`src/rtl/digit_entry_display_pkg.sv`:
```
// Shared constants and the anode pattern helper for the digit entry display.
package digit_display_pkg;

    localparam int unsigned MAX_DIGITS         = 8;
    localparam logic [3:0]  DEFAULT_BLANK_CODE = 4'hF;
    localparam logic [3:0]  MAX_DIGIT          = 4'd9;

    // Active-low anode pattern: digit 0 maps to bit n-1 (leftmost).
    function automatic logic [MAX_DIGITS-1:0] onehot_lo(input int unsigned index,
                                                        input int unsigned n);
        logic [MAX_DIGITS-1:0] pat;
        pat = '1;
        if (index < n) begin
            pat = ~(MAX_DIGITS'(1) << (n - 1 - index));
        end
        return pat;
    endfunction

endpackage

```
`src/rtl/digit_entry_display_if.sv`:
```
// Keypad-side inputs and display-side outputs of the digit entry display.
interface digit_entry_display_if #(
    parameter int unsigned NUM_DIGITS = 4
);
    logic                  key_valid;
    logic [3:0]            key_val;
    logic                  btn_next;
    logic                  btn_back;
    logic [NUM_DIGITS-1:0] anode;
    logic [3:0]            hex_out;
    logic [NUM_DIGITS-1:0] led;
    logic                  full;

    modport master (
        output key_valid, key_val, btn_next, btn_back,
        input  anode, hex_out, led, full
    );

    modport slave (
        input  key_valid, key_val, btn_next, btn_back,
        output anode, hex_out, led, full
    );
endinterface

```
`src/rtl/digit_entry_display_button_edge.sv`:
```
// Two-flop synchroniser followed by a rising-edge detector (one-cycle pulse).
module button_edge (
    input  logic clock,
    input  logic reset_n,
    input  logic btn,
    output logic pulse
);
    // sync[1:0] is the synchroniser chain, sync[2] the previous synchronised level.
    logic [2:0] sync;

    always_ff @(posedge clock) begin
        if (!reset_n) begin
            sync <= '0;
        end else begin
            sync <= {sync[1:0], btn};
        end
    end

    assign pulse = sync[1] & ~sync[2];
endmodule

```
`src/rtl/digit_entry_display.sv`:
```
// Keypad digit entry buffer with cursor and time-multiplexed seven-segment scan.
// Build macro CURSOR_BLINK_EN blinks the digit under the cursor.
module digit_entry_display
    import digit_display_pkg::*;
#(
    parameter int unsigned NUM_DIGITS = 4,
    parameter int unsigned SCAN_DIV_W = 18,
    parameter logic [3:0]  BLANK_CODE = DEFAULT_BLANK_CODE
) (
    input logic                   clock,
    input logic                   reset_n,
    digit_entry_display_if.slave  bus
);
    localparam int unsigned     IDX_W = $clog2(NUM_DIGITS);
    localparam logic [IDX_W-1:0] LAST = IDX_W'(NUM_DIGITS - 1);

    logic [3:0]            slots [NUM_DIGITS];
    logic [IDX_W-1:0]      cursor;
    logic [IDX_W-1:0]      scan_idx;
    logic [SCAN_DIV_W-1:0] prescale;
    logic                  next_pulse;
    logic                  back_pulse;
    logic                  key_write;
    logic                  all_set;
    logic                  disp_blank;
    logic [3:0]            disp_hex;
    logic [MAX_DIGITS-1:0] anode_pat;

    button_edge u_next (.clock(clock), .reset_n(reset_n), .btn(bus.btn_next), .pulse(next_pulse));
    button_edge u_back (.clock(clock), .reset_n(reset_n), .btn(bus.btn_back), .pulse(back_pulse));

    assign key_write = bus.key_valid && (bus.key_val <= MAX_DIGIT);

    // back > key write > next; the losers of a same-cycle collision are dropped.
    always_ff @(posedge clock) begin
        if (!reset_n) begin
            for (int unsigned i = 0; i < NUM_DIGITS; i++) begin
                slots[i] <= BLANK_CODE;
            end
            cursor <= '0;
        end else if (back_pulse) begin
            slots[cursor] <= BLANK_CODE;
            if (cursor != '0) begin
                cursor <= cursor - 1'b1;
            end
        end else if (key_write) begin
            slots[cursor] <= bus.key_val;
            if (cursor != LAST) begin
                cursor <= cursor + 1'b1;
            end
        end else if (next_pulse) begin
            if (cursor != LAST) begin
                cursor <= cursor + 1'b1;
            end
        end
    end

    always_ff @(posedge clock) begin
        if (!reset_n) begin
            prescale <= '0;
            scan_idx <= '0;
        end else begin
            prescale <= prescale + 1'b1;
            if (prescale == '1) begin
                scan_idx <= (scan_idx == LAST) ? '0 : scan_idx + 1'b1;
            end
        end
    end

`ifdef CURSOR_BLINK_EN
    logic [SCAN_DIV_W+3:0] blink_cnt;

    always_ff @(posedge clock) begin
        if (!reset_n) begin
            blink_cnt <= '0;
        end else begin
            blink_cnt <= blink_cnt + 1'b1;
        end
    end
`endif

    always_comb begin
        disp_hex   = slots[scan_idx];
        disp_blank = (slots[scan_idx] == BLANK_CODE);
`ifdef CURSOR_BLINK_EN
        // Blink-on phase: a filled cursor digit goes dark, an empty one shows 8.
        if (scan_idx == cursor && blink_cnt[SCAN_DIV_W+3]) begin
            if (disp_blank) begin
                disp_blank = 1'b0;
                disp_hex   = 4'h8;
            end else begin
                disp_blank = 1'b1;
            end
        end
`endif
        anode_pat = onehot_lo(int'(scan_idx), NUM_DIGITS);
    end

    always_comb begin
        all_set = 1'b1;
        for (int unsigned i = 0; i < NUM_DIGITS; i++) begin
            if (slots[i] == BLANK_CODE) begin
                all_set = 1'b0;
            end
        end
    end

    always_ff @(posedge clock) begin
        if (!reset_n) begin
            bus.anode   <= '1;
            bus.hex_out <= BLANK_CODE;
            bus.led     <= NUM_DIGITS'(1);
            bus.full    <= 1'b0;
        end else begin
            if (disp_blank) begin
                bus.anode   <= '1;
                bus.hex_out <= BLANK_CODE;
            end else begin
                bus.anode   <= anode_pat[NUM_DIGITS-1:0];
                bus.hex_out <= disp_hex;
            end
            bus.led  <= NUM_DIGITS'(1) << cursor;
            bus.full <= all_set;
        end
    end
endmodule

```
`src/flat_wrapper.sv`:
```
// flat-port wrapper written by rule: the top's interface ports become plain ports
module digit_entry_display_flat import digit_display_pkg::*;
#(
    parameter int unsigned NUM_DIGITS = 4,
    parameter int unsigned SCAN_DIV_W = 18,
    parameter logic [3:0]  BLANK_CODE = DEFAULT_BLANK_CODE
)
  (clock, reset_n, bus_key_valid, bus_key_val, bus_btn_next, bus_btn_back, bus_anode, bus_hex_out, bus_led, bus_full);
  digit_entry_display_if #(.NUM_DIGITS(NUM_DIGITS)) bus_i ();
  input logic clock;
  input logic reset_n;
  input wire logic [$bits(bus_i.key_valid)-1:0] bus_key_valid;
  input wire logic [$bits(bus_i.key_val)-1:0] bus_key_val;
  input wire logic [$bits(bus_i.btn_next)-1:0] bus_btn_next;
  input wire logic [$bits(bus_i.btn_back)-1:0] bus_btn_back;
  output wire logic [$bits(bus_i.anode)-1:0] bus_anode;
  output wire logic [$bits(bus_i.hex_out)-1:0] bus_hex_out;
  output wire logic [$bits(bus_i.led)-1:0] bus_led;
  output wire logic [$bits(bus_i.full)-1:0] bus_full;
  assign bus_i.key_valid = bus_key_valid;
  assign bus_i.key_val = bus_key_val;
  assign bus_i.btn_next = bus_btn_next;
  assign bus_i.btn_back = bus_btn_back;
  assign bus_anode = bus_i.anode;
  assign bus_hex_out = bus_i.hex_out;
  assign bus_led = bus_i.led;
  assign bus_full = bus_i.full;
  digit_entry_display #(.NUM_DIGITS(NUM_DIGITS), .SCAN_DIV_W(SCAN_DIV_W), .BLANK_CODE(BLANK_CODE)) u_core (.clock(clock), .reset_n(reset_n), .bus(bus_i));
endmodule
```
`config.mk`:
```
export PLATFORM = sky130hd
export DESIGN_NAME = digit_entry_display_flat
export DESIGN_NICKNAME = d
export VERILOG_FILES = /design/src/rtl/digit_entry_display_pkg.sv /design/src/rtl/digit_entry_display_if.sv /design/src/rtl/digit_entry_display_button_edge.sv /design/src/rtl/digit_entry_display.sv /design/src/flat_wrapper.sv
export SDC_FILE = /design/constraint.sdc
export NUM_CORES = 1
export LEC_CHECK = 0
export BUFFER_PORTS_ARGS = -buffer_cell sky130_fd_sc_hd__buf_2
export CAP_MARGIN = 5
export CORE_UTILIZATION = 65
export CTS_BUF_LIST = sky130_fd_sc_hd__clkbuf_8
export DETAILED_ROUTE_END_ITERATION = 16
export HOLD_SLACK_MARGIN = 0.15
export PLACE_DENSITY_LB_ADDON = 0.25
export REMOVE_ABC_BUFFERS = 1
export SYNTH_ARGS = -nofsm -noshare
export SYNTH_HDL_FRONTEND = slang
export SYNTH_SLANG_ARGS = --single-unit
```
`constraint.sdc`:
```
create_clock -name clock -period 2.7 [get_ports clock]
set_clock_uncertainty 0.2 [all_clocks]
set_input_delay 0.54 -clock clock [delete_from_list [all_inputs] [get_ports clock]]
set_output_delay 0.54 -clock clock [all_outputs]
set_load 0.03 [all_outputs]
```
==> impl_metrics.json <==
{
  "synthDistinctLibCells": 33,
  "worstSetupStartpointType": "flip-flop",
  "grt_pass1_wl_microns": 7200,
  "maxCapViolations": 0,
  "synthCells": 214,
  "die-width_microns": 61.9,
  "rows": 21,
  "status": "finished clean",
  "stdcell_area_sq_um": 2660,
  "pin_count": 22,
  "wl_per_cell_microns": 15.5,
  "critical-path-slowest-cell": "dfxtp_1",
  "drive_above_1_share_pct": 18.2,
  "drc": 0,
  "timing.setup.tns_ns": 0,
  "syn_to_final_growth_pct": 14.1,
  "finalSetupViolCount": 0,
  "final_cell_mix": "43 x dfxtp_1, 25 x nand2_1, 21 x buf_2",
  "routed_wl_microns": 4550,
  "ys_warn_count": 0,
  "viasPerCell": 5.63,
  "grt_setup_unrepaired": "no",
  "cts.sinks": 59,
  "synth_area_leader_cell": "dfxtp_1",
  "worstPathCellList": "nor2b_1, inv_1, o21ai_0",
  "synth.cell_area_sq_um": 2330,
  "antenna_found_initial": 0,
  "fin_crit_ns": 2.12,
  "vias": 1650,
  "port_buffers": 21,
  "cts.hold.buffers_added": 0,
  "post_cts_buffers": 0,
  "syn_avg_cell_area_sq_um": 10.9,
  "track_usage_pct": 28.0,
  "clkTransAtPathRegs_ns": 0.06,
  "start_util_pct": 68.7,
  "htree_num_levels": 3,
  "grt_pass1_vias": 1570,
  "dp_slack_ns": 0.377,
  "drt_iter0_drc": 113,
  "power_leakage_uw": 0.000950,
  "n_fill_cell": 224,
  "dp_hpwl_microns": 3140,
  "antenna_cells": 0,
  "cts_tree": "yes",
  "clock_path_buffers": 2,
  "dieArea_sq_um": 3830,
  "numCtsBuffers": 9,
  "place.gp.congestion": 0.766,
  "regToRegSetupSlack_ns": 0.58,
  "place_area_sq_um": 2480,
  "irDropWorstVdd_mv": 0.448,
  "crit_path_max_fanout": 9,
  "max_slew_margin_pct": 54.8,
  "insertion_delay_ns": 0.34,
  "core_sq_um": 3390,
  "end_kind": "flip-flop",
  "worst_pin_slew_ns": 0.673,
  "cts_resized": 0,
  "seq_area_frac_synth_pct": 57.6,
  "ys_ff_latch": 59,
  "clock.fmax_mhz": 472,
  "hold_viol_final": 0,
  "fp.dieH_microns": 61.9,
  "criticalPathCategory": "reg -> reg",
  "netlist.area_leader.share_pct": 37.0,
  "num-nets-final": 256,
  "synthTopCellsByArea": "dfxtp_1 37%, edfxtp_1 21%, nand2_1 4.0%",
  "arrival_ns": 1.89,
  "cp_slowest_stage_delay_ns": 0.51,
  "cts-root-buf": "clkbuf_8",
  "p_per_area_nw_per_um2": 650,
  "first_pass_iters": 4,
  "slew_violations": 0,
  "finalCritPeriodShare_pct": 78.4,
  "hold_path_class": "in -> reg",
  "crit_required_ns": 2.47,
  "fin_ws_ns": 0.583,
  "grt_max_degree": 22,
  "grt_overflow": 0,
  "final_antenna_net_count": 0,
  "final_common_cell": "dfxtp_1"
}
-- where the power goes --
part / internal (uW) / switching [uW]
clock network: 369 / 323
logic: 30.7 / 58.5
registers: 930 / 15.4
total: 1330 / 397
-- path summary, 6_finish.rpt --
check / from / to / depth (start not counted)
min: bus_btn_next / u_core.u_next.sync[0] / 2
min reg2reg: u_core.u_next.sync[0] / u_core.u_next.sync[1] / 1
max reg2reg: u_core.cursor[0] / u_core.slots[1][3] / 3
max: u_core.cursor[0] / u_core.slots[1][3] / 3
-- worst max-delay path: cells and delay by family (launching register included) --
kind | cells | cell delay [ns]
and+or+nand+nor | 1 | 0.40
buffers and inverters | 1 | 0.14
AOI/OAI and AO/OA | 1 | 0.51
DFF | 1 | 0.51
-- kinds of logic (layout without fill, tap and decap cells) --
logic type                 Yosys count  after routing  share of synthesized area (%)
buffers and inverters               19             52                           3.06
muxes                                6              6                           4.73
DFF                                 59             59                           57.6
and+or+nand+nor                     88             88                           20.8
xor gates and xnor gates            11             11                           4.14
adders and majority gates            5              5                           2.69
AOI/OAI and AO/OA                   26             26                           6.93
-- routing by layer --
| metal | GRT usage (%) | vias up | share of wire, % | wire [microns] |
|---|---|---|---|---|
| met5 | 0 | - | 0 | 0 |
| met4 | 15.9 | 0 | 2.7 | 122 |
| met3 | 9.73 | 15 | 4.5 | 205 |
| met2 | 47.2 | 59 | 53 | 2400 |
| met1 | 30.8 | 769 | 40 | 1820 |
| li1 | - | 807 | - | - |
-- final cells by class --
class                      instances  area (sq um)  area share, %
clock inverter                     5          21.3          0.801
sequential                        59          1340           50.5
tap                               46          57.6           2.17
timing repair buffer              23           120           4.52
inverter                          13          48.8           1.84
multi-input combinational        136           916           34.5
clock buffer                      11           151           5.70
-- registers in the layout, summed over array words and instances, names as in the netlist, named ones only --
register,cells
u_core.prescale,18
u_core.slots,16
u_core.bus.anode,4
u_core.bus.hex_out,4
u_core.bus.led,4
u_core.u_back.sync,3
u_core.u_next.sync,3
u_core.cursor,2
u_core.scan_idx,2
u_core.bus.full,1
-- synthesized netlist by cell type --
cell	instances
and4_2	1
dfxtp_1	43
xnor2_1	2
edfxtp_1	16
nand4_1	7
nor3b_1	1
o211ai_1	1
and4_1	1
and2_1	8
nor2_1	17
or2_1	1
mux4_2	4
nand2b_1	5
or3_1	3
a41oi_1	2
xor2_1	9
mux2i_1	2
a22o_1	1
buf_1	1
a21oi_1	8
a211oi_1	3
o31ai_1	4
and4_4	2
nand3_1	6
nand2_1	25
nor3_1	3
inv_1	13
o21ai_0	7
nand4_4	2
clkbuf_1	5
nor2b_1	3
or4_1	3
ha_1	5
-- metrics by stage --
| step | utilization [%] | std cells | power [uW] | hold slack, ns |
|---|---|---|---|---|
| after floorplan | - | 208 | 1020 | 0.211 |
| after global placement | 73.3 | 277 | 1040 | 0.220 |
| after detailed placement | 73.3 | 277 | 1050 | 0.231 |
| after CTS | 78.4 | 293 | 1730 | 0.201 |
| after global routing | 78.4 | 293 | 1780 | 0.198 |
| final | 78.4 | 293 | 1730 | 0.208 |
Power figures use the tool's default switching activity.
